[src/rtl/ahb_bus_arbiter_pkg.sv]
`default_nettype none
// ============================================================================
// Module      : ahb_bus_arbiter_pkg
// Description : Shared AHB encodings, arbiter FSM states and burst-length
//               helper for the AHB bus arbiter.
// Revision    : 1.0 - initial release
// ============================================================================
package ahb_bus_arbiter_pkg;

    typedef enum logic [1:0] {
        IDLE   = 2'd0,
        BUSY   = 2'd1,
        NONSEQ = 2'd2,
        SEQ    = 2'd3
    } htrans_e;

    typedef enum logic [2:0] {
        SINGLE = 3'd0,
        INCR   = 3'd1,
        WRAP4  = 3'd2,
        INCR4  = 3'd3,
        WRAP8  = 3'd4,
        INCR8  = 3'd5,
        WRAP16 = 3'd6,
        INCR16 = 3'd7
    } hburst_e;

    typedef enum logic [1:0] {
        OKAY  = 2'd0,
        ERROR = 2'd1,
        RETRY = 2'd2,
        SPLIT = 2'd3
    } hresp_e;

    typedef enum logic [0:0] {
        ARB   = 1'b0,
        BURST = 1'b1
    } arb_state_e;

    // Beat count of a fixed-length burst; SINGLE and INCR are open-ended (0).
    function automatic logic [4:0] burst_beats(input hburst_e burst);
        case (burst)
            WRAP4,  INCR4:  burst_beats = 5'd4;
            WRAP8,  INCR8:  burst_beats = 5'd8;
            WRAP16, INCR16: burst_beats = 5'd16;
            default:        burst_beats = 5'd0;
        endcase
    endfunction

endpackage
`default_nettype wire

[src/rtl/ahb_bus_arbiter_rr_pick.sv]
`default_nettype none
// ============================================================================
// Module      : arb_rr_pick
// Description : Combinational masked priority encoder. Requests at or above
//               ptr_i win first (lowest index among them); otherwise the
//               lowest requesting index wins. ptr_i == 0 is fixed priority.
// Revision    : 1.0 - initial release
// ============================================================================
module arb_rr_pick #(
    parameter int N     = 4,
    parameter int IDX_W = 2
) (
    input  logic [N-1:0]     req_i,
    input  logic [IDX_W-1:0] ptr_i,
    output logic [IDX_W-1:0] winner_o,
    output logic             valid_o
);

    logic [IDX_W-1:0] win_masked;
    logic [IDX_W-1:0] win_any;
    logic             hit_masked;

    // Scan downward so the last hit kept is the lowest index in each group.
    always_comb begin
        win_masked = '0;
        win_any    = '0;
        hit_masked = 1'b0;
        for (int i = N - 1; i >= 0; i--) begin
            if (req_i[i]) begin
                win_any = IDX_W'(i);
                if (i >= int'(ptr_i)) begin
                    win_masked = IDX_W'(i);
                    hit_masked = 1'b1;
                end
            end
        end
        winner_o = hit_masked ? win_masked : win_any;
        valid_o  = |req_i;
    end

endmodule
`default_nettype wire

[src/rtl/ahb_bus_arbiter.sv]
`default_nettype none
// ============================================================================
// Module      : ahb_bus_arbiter
// Description : AHB bus arbiter. Registered one-hot grant, burst tracking so
//               handover only happens on the last beat of a fixed-length
//               burst, and grant hold for locked sequences.
//               Optional macro AHB_ARB_ROUND_ROBIN_EN selects rotating
//               priority; default build is fixed lowest-index priority.
// Revision    : 1.0 - initial release
// ============================================================================
module ahb_bus_arbiter
    import ahb_bus_arbiter_pkg::*;
#(
    parameter int NUM_MASTERS    = 4,
    parameter int DEFAULT_MASTER = 0
) (
    input  logic                   hclk_i,
    input  logic                   hreset_i,
    input  logic [NUM_MASTERS-1:0] hbusreq_i,
    input  logic [NUM_MASTERS-1:0] hlock_i,
    input  logic [1:0]             htrans_i,
    input  logic [2:0]             hburst_i,
    input  logic                   hready_i,
    input  logic [1:0]             hresp_i,
    output logic [NUM_MASTERS-1:0] hgrant_o,
    output logic [3:0]             hmaster_o,
    output logic                   hmastlock_o
);

    localparam int c_idx_w = (NUM_MASTERS > 1) ? $clog2(NUM_MASTERS) : 1;
    localparam logic [0:0] c_st_arb   = ARB;
    localparam logic [0:0] c_st_burst = BURST;
    localparam logic [NUM_MASTERS-1:0] c_default_grant = NUM_MASTERS'(1) << DEFAULT_MASTER;

    logic [0:0]             state_q,     state_d;
    logic [3:0]             beats_q,     beats_d;
    logic [NUM_MASTERS-1:0] grant_q,     grant_d;
    logic [c_idx_w-1:0]     gidx_q,      gidx_d;
    logic [3:0]             hmaster_q,   hmaster_d;
    logic                   hmastlock_q, hmastlock_d;

    logic [c_idx_w-1:0]     pick_ptr;
    logic [c_idx_w-1:0]     pick_winner;
    logic                   pick_valid;
    logic [c_idx_w-1:0]     winner;
    logic [4:0]             trans_len;
    logic                   fixed_len;
    logic                   owner_lock;
    logic                   arb_ok;

    arb_rr_pick #(
        .N     (NUM_MASTERS),
        .IDX_W (c_idx_w)
    ) u_pick (
        .req_i    (hbusreq_i),
        .ptr_i    (pick_ptr),
        .winner_o (pick_winner),
        .valid_o  (pick_valid)
    );

`ifdef AHB_ARB_ROUND_ROBIN_EN
    logic [c_idx_w-1:0] rr_ptr_q, rr_ptr_d;

    // Advance priority past the master that just received a grant it asked for.
    always_comb begin
        rr_ptr_d = rr_ptr_q;
        if (arb_ok && pick_valid) begin
            rr_ptr_d = (pick_winner == c_idx_w'(NUM_MASTERS - 1)) ? '0
                                                                  : pick_winner + c_idx_w'(1);
        end
    end

    // Rotating-priority pointer register.
    always_ff @(posedge hclk_i or posedge hreset_i) begin
        if (hreset_i) rr_ptr_q <= '0;
        else          rr_ptr_q <= rr_ptr_d;
    end

    assign pick_ptr = rr_ptr_q;
`else
    assign pick_ptr = '0;
`endif

    // Decide whether the grant may move this cycle.
    always_comb begin
        trans_len  = burst_beats(hburst_e'(hburst_i));
        fixed_len  = (trans_len != 5'd0);
        owner_lock = hlock_i[gidx_q];
        winner     = pick_valid ? pick_winner : c_idx_w'(DEFAULT_MASTER);
        arb_ok     = !owner_lock &&
                     (((state_q == c_st_arb) && !((htrans_i == NONSEQ) && fixed_len)) ||
                      ((state_q == c_st_burst) && (beats_q == 4'd1)));
    end

    // Burst tracker; early termination and error abort return to ARB without reload.
    always_comb begin
        state_d = state_q;
        beats_d = beats_q;
        case (state_q)
            c_st_arb: begin
                if ((htrans_i == NONSEQ) && fixed_len && hready_i) begin
                    state_d = c_st_burst;
                    beats_d = 4'(trans_len - 5'd1);
                end
            end
            c_st_burst: begin
                if ((htrans_i == IDLE) || (htrans_i == NONSEQ)) begin
                    state_d = c_st_arb;
                    beats_d = 4'd0;
                end else if ((hresp_i != OKAY) && !hready_i) begin
                    state_d = c_st_arb;
                    beats_d = 4'd0;
                end else if ((htrans_i == SEQ) && hready_i) begin
                    beats_d = beats_q - 4'd1;
                    if (beats_q == 4'd1) state_d = c_st_arb;
                end
            end
            default: begin
                state_d = c_st_arb;
                beats_d = 4'd0;
            end
        endcase
    end

    // Next grant and address-phase ownership.
    always_comb begin
        grant_d     = grant_q;
        gidx_d      = gidx_q;
        hmaster_d   = hmaster_q;
        hmastlock_d = hmastlock_q;
        if (arb_ok) begin
            grant_d         = '0;
            grant_d[winner] = 1'b1;
            gidx_d          = winner;
        end
        if (hready_i) begin
            hmaster_d   = 4'(gidx_q);
            hmastlock_d = owner_lock;
        end
    end

    // State registers; reset drops any burst in flight.
    always_ff @(posedge hclk_i or posedge hreset_i) begin
        if (hreset_i) begin
            state_q     <= c_st_arb;
            beats_q     <= 4'd0;
            grant_q     <= c_default_grant;
            gidx_q      <= c_idx_w'(DEFAULT_MASTER);
            hmaster_q   <= 4'(DEFAULT_MASTER);
            hmastlock_q <= 1'b0;
        end else begin
            state_q     <= state_d;
            beats_q     <= beats_d;
            grant_q     <= grant_d;
            gidx_q      <= gidx_d;
            hmaster_q   <= hmaster_d;
            hmastlock_q <= hmastlock_d;
        end
    end

    assign hgrant_o    = grant_q;
    assign hmaster_o   = hmaster_q;
    assign hmastlock_o = hmastlock_q;

endmodule
`default_nettype wire

[config.mk]
export PLATFORM = sky130hd
export DESIGN_NAME = ahb_bus_arbiter
export DESIGN_NICKNAME = d
export VERILOG_FILES = /design/src/rtl/ahb_bus_arbiter_pkg.sv /design/src/rtl/ahb_bus_arbiter_rr_pick.sv /design/src/rtl/ahb_bus_arbiter.sv
export SDC_FILE = /design/constraint.sdc
export NUM_CORES = 1
export LEC_CHECK = 0
export ABC_CLOCK_PERIOD_IN_PS = 2100
export CAP_MARGIN = 40
export CORE_ASPECT_RATIO = 1.75
export CORE_UTILIZATION = 35
export CTS_CLUSTER_SIZE = 28
export DETAILED_ROUTE_END_ITERATION = 8
export GPL_ROUTABILITY_DRIVEN = 0
export SLEW_MARGIN = 40
export SYNTH_ARGS = -nofsm -noshare
export SYNTH_HDL_FRONTEND = slang
export SYNTH_SLANG_ARGS = --single-unit
[constraint.sdc]
create_clock -name hclk_i -period 2.1 [get_ports hclk_i]
set_input_delay 0.42 -clock hclk_i [delete_from_list [all_inputs] [get_ports hclk_i]]
set_output_delay 0.42 -clock hclk_i [all_outputs]
set_load 0.01 [all_outputs]
# ---- Word-level counts from Yosys, hierarchy flattened
# Index checks and enable logic that the tools add are counted.
dict set report classes {
  n_addsub 2
  order_cmp 3
  n_eq_ne 11
  mux 21
  bitwise_logic 1
  n_reduce_logical 21
}
# operator n
set op_table {}
lappend op_table {{$mux 4} 4}
lappend op_table {{$pmux 5 s3} 1}
lappend op_table {{$eq 3x3->1 const B} 4}
lappend op_table {{$mux 2} 5}
lappend op_table {{$logic_and 1x1->1} 8}
lappend op_table {{$pmux 4 s2} 1}
lappend op_table {{$sub 4x1->4 const B} 2}
lappend op_table {{$mux 1} 7}
lappend op_table {{$eq 3x2->1 const B} 2}
lappend op_table {{$lt 2x3->1 const B} 2}
lappend op_table {{$reduce_or 2->1} 3}
lappend op_table {{$reduce_bool 5->1} 1}
lappend op_table {{$eq 2x2->1 const B} 2}
lappend op_table {{$eq 4x1->1 const B} 1}
lappend op_table {{$ne 4x1->1 const B} 1}
lappend op_table {{$reduce_or 4->1} 1}
lappend op_table {{$logic_not 1->1} 3}
lappend op_table {{$bmux 1 s2} 1}
lappend op_table {{$demux 1 s2} 1}
lappend op_table {{$ge 2x1->1 const B} 1}
lappend op_table {{$logic_not 2->1} 1}
lappend op_table {{$logic_or 1x1->1} 2}
lappend op_table {{$ne 2x1->1 const B} 1}
lappend op_table {{$pmux 1 s2} 1}
lappend op_table {{other kinds (3)} 3}
dict set report word_totals {
  register_bits 14
  input_bits 18
  out_inout_bits 9
  word_cells 65
}

# ---- Longest topological paths before layout
# Gate-level depths: netlist (run 1).
dict set report logic_depth {
  word_depth 9
  depth_mapped 7
  ltp_nobuf 6
}

# ---- Modules after synthesis
# A second synthesis (run 1) with hierarchy kept.
dict set report unflattened {
  hier_cells 85
  hier_area_um2 877.1
}
# module instances cells_per_inst area_per_inst_um2 seq_area_each_um2
set modules_own_cells {}
lappend modules_own_cells {ahb_bus_arbiter 1 74 805.8 351.6}
lappend modules_own_cells {arb_rr_pick 1 11 71.3 0.0}

# ---- Worst setup path before layout (run 1)
# No wires, ideal clock.
dict set report synth_timing {
  kind {in2reg}
  start {input hburst_i[2]}
  end {register gidx_q[0]}
  setup_ns 0.125
  arrival_time_ns 1.714
  required_ns 1.975
  slack_ns 0.261
  stages 7
  n_path_buf 1
  path_cell_list {nand2b_1 ha_1 a21bo_2 and3_1 a211o_1 buf_6 mux2_4}
}
dict set report synth_via {
  elab_chain_len 9
  word_cells_on_any_way 16
  cone_classes {6 x eq/ne; 1 x mux; 9 x reduce/logical}
}
# element line_no
set synth_rtl {}
lappend synth_rtl {{start: declaration} ahb_bus_arbiter.sv:22} ;# input logic [2:0] hburst_i,
lappend synth_rtl {{$eq 3x3->1 or $eq 3x2->1 (tied branches)} ahb_bus_arbiter_pkg.sv:42} ;# case (burst)
lappend synth_rtl {{$reduce_or 2->1} ahb_bus_arbiter_pkg.sv:42}
lappend synth_rtl {{$pmux 5 s3 *} ahb_bus_arbiter_pkg.sv:42}
lappend synth_rtl {{$reduce_bool 5->1 *} ahb_bus_arbiter.sv:87} ;# fixed_len = (trans_len != 5'd0);
lappend synth_rtl {{$logic_and 1x1->1 *} ahb_bus_arbiter.sv:91} ;# (((state_q == c_st_arb) && !((htrans_i == NONSEQ) && fixed_len)) ||
lappend synth_rtl {{$logic_not 1->1 *} ahb_bus_arbiter.sv:91}
lappend synth_rtl {{$logic_and 1x1->1 *} ahb_bus_arbiter.sv:91}
lappend synth_rtl {{$logic_or 1x1->1 *} ahb_bus_arbiter.sv:91}
lappend synth_rtl {{$logic_and 1x1->1 *} ahb_bus_arbiter.sv:90} ;# arb_ok = !owner_lock &&
lappend synth_rtl {{end signal: assignment} ahb_bus_arbiter.sv:148} ;# gidx_q <= c_idx_w'(DEFAULT_MASTER);
lappend synth_rtl {{end signal: assignment} ahb_bus_arbiter.sv:155} ;# gidx_q <= gidx_d;
lappend synth_rtl {{end: declaration} ahb_bus_arbiter.sv:38} ;# logic [c_idx_w-1:0] gidx_q, gidx_d;
# Mark *: on every way between the ends. The rest lies on a longest branch, timed or not.
# A chain may end at the register's enable or synchronous reset.

# ---- Worst setup path in the final report (run 1)
dict set report layout_timing {
  start {input hlock_i[3]}
  end {register grant_q[1], in the netlist hgrant_o[1]}
}
dict set report layout_via {
  elab_chain_len 4
}
# element line_no
set layout_rtl {}
lappend layout_rtl {{start: declaration} ahb_bus_arbiter.sv:20} ;# input logic [NUM_MASTERS-1:0] hlock_i,
lappend layout_rtl {{$bmux 1 s2} ahb_bus_arbiter.sv:88} ;# owner_lock = hlock_i[gidx_q];
lappend layout_rtl {{$mux 1 (not written as such)} ahb_bus_arbiter.sv:88}
lappend layout_rtl {{$logic_not 1->1} ahb_bus_arbiter.sv:90}
lappend layout_rtl {{$logic_and 1x1->1} ahb_bus_arbiter.sv:90}
lappend layout_rtl {{end signal: assignment} ahb_bus_arbiter.sv:147} ;# grant_q <= c_default_grant;
lappend layout_rtl {{end signal: assignment} ahb_bus_arbiter.sv:154} ;# grant_q <= grant_d;
lappend layout_rtl {{end: declaration} ahb_bus_arbiter.sv:37} ;# logic [NUM_MASTERS-1:0] grant_q, grant_d;
# Every way passes these cells. The select of a mux whose other input is x is not followed.

==> results.py, run 1 <==
metrics = {
    "floorplan": {
        "dieArea_um2": 2710,
        "rows": 23,
        "die_x_um": 39.8,
        "core-area_um2": 2330,
        "die_h_um": 68.2,
        "start_util_pct": 37.6,
        "ios": 27,
    },
    "clocking": {
        "ctsRootBufferMaster": "clkbuf_8",
        "htree_levels": 1,
        "clkTransAtPathRegs_ps": 60,
        "cts_tree": "done",
        "worstSkewPairLatency_ps": 240,
        "post_cts_buffers": 0,
        "clock_sinks": 14,
        "cts_buffers": 3,
        "clockBufferDepth": 2,
    },
    "finish": {
        "n_antenna_cell": 0,
        "layout_commonest_cell": "clkdlybuf4s50_1",
        "layout_common_cells": "clkdlybuf4s50_1 (21), dfrtp_1 (13), buf_4 (9)",
        "design_area_um2": 1250,
        "nNetsFinal": 140,
        "area_delta_synth_final_pct": 42.3,
        "nFillCells": 220,
        "drive_gt1_share_pct": 24.6,
    },
    "timing": {
        "fin_tns_setup_ps": 0,
        "final_hold_viol_count": 0,
        "finalWorstSetupSlack_ps": 217,
        "clock_skew_ps": 0.446,
        "period_share_pct": 89.7,
        "holdWs_ps": 476,
        "rsz0062_at_grt": "false",
        "fmax_mhz": 531,
        "maxSlewViolCount": 0,
        "setup_viol": 0,
        "slew_headroom_pct": 65.7,
        "worst_pin_slew_ps": 514,
        "period_minus_slack_ps": 1880,
    },
    "place": {
        "dpl_cell_area_um2": 1180,
        "place_ws_ps": -380,
        "place.detailed.hpwl_mm": 1.53,
        "port_buffers": 23,
    },
    "drt": {
        "drc": 0,
        "routed_wl_mm": 1.83,
        "post_drt_wl_per_cell_um": 12.8,
        "drt_iter0_drc": 15,
        "ant_nets": 0,
        "drt_first_pass_iters": 4,
        "vias": 745,
        "routed_via_density": 5.21,
    },
    "grt": {
        "grt_pass1_wl_mm": 3.22,
        "antenna_found_initial": 0,
        "grt_pass1_vias": 814,
        "grt_start_max_net_pins": 15,
        "overflow": 0,
        "grtUsageTotal_pct": 16.9,
    },
    "synthesis": {
        "syn_inst": 85,
        "synthArstFlopShare_pct": 100,
        "avgSynthCellArea_um2": 10.3,
        "ys_ff_latch": 14,
        "ys.flop_type": "dfrtp_1",
        "yosysSeqAreaShare_pct": 40.1,
        "ys_types": 35,
        "synthAdderAreaFrac_pct": 4.29,
        "synth-xor-area-share_pct": 0,
        "synth-simple-area-share_pct": 19.0,
        "synth_compound_gate_area_share_pct": 10.9,
        "synth_edf_count": 0,
        "ys_warn_count": 0,
        "synth.area.mux_share_pct": 18.7,
        "synth_area_um2": 876,
        "synth_top_family_by_area": "simple AND/OR/NAND/NOR gates",
    },
    "power_and_ir_drop": {
        "p_per_area_nw_per_um2": 904,
        "p_seq_share_pct": 37.9,
        "finalPower_mw": 1.13,
        "p_sw_uw": 314,
        "switching_share_pct": 27.9,
        "leakagePower_nw": 0.571,
        "power.internal_uw": 813,
        "p_comb_share_pct": 39.2,
        "peakVddDrop_uv": 498,
        "clockPowerShare_pct": 22.9,
    },
    "critical_path": {
        "slowest_stage": "mux4_2",
        "crit_path_end_kind": "register",
        "worstRegToRegCells": 3,
        "cp_data_required_time_ps": 2230,
        "rrSetupSlack_ps": 360,
        "crit_end": "hgrant_o[1]",
        "crit_type": "in2reg",
        "r2r-end": "hgrant_o[1]",
        "cp_cell_sequence": "clkdlybuf4s50_1 -> mux4_2 -> a211o_4 -> mux2_4",
        "crit_fanout": 6,
        "cpPeakStageDelay_ps": 500,
        "start_kind": "input port",
        "worstPathArrival_ps": 2010,
        "critPathLaunch": "hlock_i[3]",
        "r2r-start": "gidx_q[0]",
    },
    "status": {
        "status": "finished, final reports clean",
    },
    "run": {
        "drv_cap": 0,
    },
    "min_path": {
        "worstHoldPathType": "reg2reg",
    },
}
[cell families after synthesis]
| logic type | count (synthesis) |
|---|---|
| AOI/OAI and AO/OA | 13 |
| adders and majority gates | 3 |
| buffers and inverters | 11 |
| DFF | 14 |
| muxes | 12 |
| other | 1 |
| and+or+nand+nor | 31 |
[synth_stat cells (2+ instances only)]
library cell  number  area share (%)
a21oi_1            2             1.1
nor3_1             4             2.3
mux2_2             5             6.4
buf_4              2             1.7
ha_1               3             4.3
nor2b_1            3             2.1
inv_1              7             3.0
nand2b_1           2             1.4
dfrtp_1           13              37
nand2_1            5             2.1
o21ai_0            4             2.3
nor2_1             8             3.4
mux2_4             5             8.6
[per-stage QoR]
step                      std cells  util (%)
after detailed placement        139      50.5
after CTS                       143      53.5
after global placement          139      50.5
after floorplan                  86         -
final                           143      53.5
after global routing            143      53.5
[critical path, delay by kind of cell]
kind            cells  cell delay, ps
buf+inv             1             400
mux                 2             810
compound gates      1             380
[state kept, by name, indices dropped and copies added (netlist names)]
| signal | flops |
|---|---|
| state_q | 1 |
| hmastlock_o | 1 |
| hgrant_o | 4 |
| beats_q | 4 |
| gidx_q | 2 |
| hmaster_o | 2 |
[layout make-up]
class                      instances  area [um2]  area share [%]
clock buffer                       4        55.1            4.42
inverter                           7        26.3            2.11
tap                               25        31.3            2.51
multi-input combinational         61         487            39.1
sequential                        14         352            28.2
timing repair buffer              32         295            23.7
[timing repair]
| item | CTS | global route |
|---|---|---|
| gates resized for setup | 5 | 0 |
| setup endpoints to repair | 6 | 0 |
| hold buffers | 0 | 0 |
[power by group through the flow]
stage,Clock [mW],Combinational [mW],Sequential [mW]
5_1_grt,0.281,0.478,0.441
3_3_place_gp,0,0.427,0.430
6_report,0.258,0.441,0.427
3_5_place_dp,0,0.435,0.431
2_1_floorplan,0,0.230,0.445
4_1_cts,0.265,0.448,0.430
[metal layers]
| layer | part of all wire [%] | global-route usage (%) | vias up |
|---|---|---|---|
| li1 | - | - | 362 |
| met1 | 36 | 17.2 | 357 |
| met2 | 59 | 32.4 | 22 |
| met3 | 3.5 | 1.95 | 4 |
| met4 | 1.4 | 6.47 | 0 |
| met5 | 0 | 0 | - |
[how the worst min path moves through the flow]
stage | startpoint | to | slack, ps | cells past startpoint
2_1_floorplan | hreset_i | beats_q[0] | 310 | 1
3_3_place_gp | hgrant_o[0] | hgrant_o[0] | 460 | 2
3_5_place_dp | hgrant_o[0] | hgrant_o[0] | 470 | 2
4_1_cts | hgrant_o[0] | hgrant_o[0] | 470 | 2
5_1_grt | hgrant_o[0] | hgrant_o[0] | 480 | 2
6_report | hgrant_o[0] | hgrant_o[0] | 480 | 2
Note: power is estimated with default switching activity, not from simulation.
==> run 2, diff against run 1 <==
--- a/config.mk
+++ b/config.mk
@@ -8,7 +8,9 @@
 export ABC_CLOCK_PERIOD_IN_PS = 2100
 export CAP_MARGIN = 40
 export CORE_ASPECT_RATIO = 1.75
+export CORE_MARGIN = 1.5
 export CORE_UTILIZATION = 35
+export CTS_BUF_LIST = sky130_fd_sc_hd__clkbuf_4 sky130_fd_sc_hd__clkbuf_8 sky130_fd_sc_hd__clkbuf_16
 export CTS_CLUSTER_SIZE = 28
 export DETAILED_ROUTE_END_ITERATION = 8
 export GPL_ROUTABILITY_DRIVEN = 0
==> run 2 against run 1 <==
Cell area is 1.2% lower; sequential cell count stayed put; critical path depth unchanged; cell count shrank 1.4%.
==> results.py, run 2 (same netlist as run 1, synthesis figures left out) <==
metrics = {
    "finish": {
        "utilization_pct": 52.8,
        "design_area_um2": 1230,
        "n_antenna_cell": 0,
        "nFillCells": 218,
        "layout_commonest_cell": "clkdlybuf4s50_1",
        "layout_common_cells": "clkdlybuf4s50_1 (21), dfrtp_1 (13), nor2_1 (8)",
        "area_delta_synth_final_pct": 40.6,
        "drive_gt1_share_pct": 23.3,
        "nNetsFinal": 138,
    },
    "place": {
        "port_buffers": 23,
        "dpl_cell_area_um2": 1160,
        "place.detailed.hpwl_mm": 1.51,
    },
    "power_and_ir_drop": {
        "p_per_area_nw_per_um2": 906,
        "peakVddDrop_uv": 507,
        "leakagePower_nw": 0.561,
    },
    "critical_path": {
        "critPathLaunch": "hlock_i[0]",
        "crit_end": "gidx_q[1]",
        "crit_fanout": 6,
        "worstRegToRegCells": 3,
        "rrSetupSlack_ps": 360,
        "cp_data_required_time_ps": 2220,
        "crit_path_end_kind": "register",
        "crit_type": "in2reg",
        "r2r-end": "gidx_q[1]",
        "worstPathArrival_ps": 2000,
        "start_kind": "input port",
        "r2r-start": "gidx_q[0]",
    },
    "drt": {
        "routed_wl_mm": 1.77,
        "drt_iter0_drc": 6,
        "vias": 726,
        "routed_via_density": 5.15,
        "drc": 0,
        "drt_first_pass_iters": 2,
        "post_drt_wl_per_cell_um": 12.5,
        "ant_nets": 0,
    },
    "clocking": {
        "ctsRootBufferMaster": "clkbuf_8",
        "clock_sinks": 14,
        "post_cts_buffers": 0,
        "htree_levels": 1,
        "cts_tree": "done",
        "worstSkewPairLatency_ps": 240,
        "cts_buffers": 3,
        "clkTransAtPathRegs_ps": 50,
        "clockBufferDepth": 2,
    },
    "floorplan": {
        "core-area_um2": 2330,
        "dieArea_um2": 2820,
        "rows": 23,
        "die_h_um": 69.2,
        "die_x_um": 40.8,
        "start_util_pct": 37.6,
        "ios": 27,
    },
    "timing": {
        "worst_pin_slew_ps": 504,
        "clock_skew_ps": 0.939,
        "rsz0062_at_grt": "false",
        "period_share_pct": 89.3,
        "final_hold_viol_count": 0,
        "fmax_mhz": 533,
        "period_minus_slack_ps": 1870,
        "setup_viol": 0,
        "slew_headroom_pct": 66.4,
        "maxSlewViolCount": 0,
        "fin_tns_setup_ps": 0,
    },
    "run": {
        "drv_cap": 0,
    },
    "grt": {
        "grtUsageTotal_pct": 14.6,
        "overflow": 0,
        "grt_pass1_vias": 763,
        "antenna_found_initial": 0,
        "grt_start_max_net_pins": 15,
        "grt_pass1_wl_mm": 2.98,
    },
    "min_path": {
        "worstHoldPathType": "reg2reg",
    },
    "status": {
        "status": "finished, final reports clean",
    },
}
==> run 2: cell types whose count changed in the layout (fill, tap and decap cells not counted) <==
| cell | previous run | this run |
|---|---|---|
| buf_4 | 9 | 7 |
==> run 2: cell type report <==
cell class,count,area (um2),share of cell area [%]
timing repair buffer,30,280,22.8
clock buffer,4,55.1,4.47
inverter,7,26.3,2.13
multi-input combinational,61,487,39.5
tap,25,31.3,2.54
sequential,14,352,28.6
==> run 2: worst min path at each step <==
stage / startpoint / end / slack, ps / cells after the start
floorplan: hreset_i / beats_q[0] / 310 / 1
global placement: hgrant_o[0] / hgrant_o[0] / 460 / 2
detailed placement: hgrant_o[0] / hgrant_o[0] / 470 / 2
CTS: hgrant_o[0] / hgrant_o[0] / 480 / 2
global route: hgrant_o[0] / hgrant_o[0] / 490 / 2
finish: hgrant_o[0] / hgrant_o[0] / 470 / 2
==> run 2: power by group <==
part	switching, mW	internal (mW)
registers	0.0600	0.365
logic	0.159	0.280
clock network	0.0855	0.166
==> run 2: stage by stage <==
| step | hold WS (ps) | worst slack [ps] | instances | power (mW) |
|---|---|---|---|---|
| 2_1_floorplan | 309 | 261 | 86 | 0.675 |
| 3_5_place_dp | 468 | -384 | 137 | 0.865 |
| 4_1_cts | 476 | 210 | 141 | 1.14 |
| 3_3_place_gp | 456 | -387 | 137 | 0.855 |
| 6_report | 472 | 225 | 141 | 1.12 |
| 5_1_grt | 492 | 114 | 141 | 1.19 |
==> run 2: worst max-delay path, stage by stage <==
cell and delay, ps:
clkdlybuf4s50_1 410, mux4_2 480, a211o_4 380, mux2_4 310
==> run 2: repair_timing <==
action                                 4_1_cts  5_1_grt
endpoints found under the hold margin        0        0
hold buffers                                 0        0
setup endpoints to repair                    6        0
resized for setup                            5        0
==> run 2: metal layers <==
layer | routed length (um) | global-route usage [%] | vias to the layer above
met5 | 0 | 0 | -
met4 | 14 | 4.44 | 0
met3 | 51 | 1.92 | 2
met2 | 1060 | 26.4 | 16
met1 | 642 | 15.5 | 350
li1 | - | - | 358
==> run 3, diff against run 2 <==
--- a/config.mk
+++ b/config.mk
@@ -6,7 +6,7 @@
 export NUM_CORES = 1
 export LEC_CHECK = 0
 export ABC_CLOCK_PERIOD_IN_PS = 2100
-export CAP_MARGIN = 40
+export CAP_MARGIN = 20
 export CORE_ASPECT_RATIO = 1.75
 export CORE_MARGIN = 1.5
 export CORE_UTILIZATION = 35
==> results of run 3 <==
No change in the layout: final DEF, timing and power equal those of run 2.
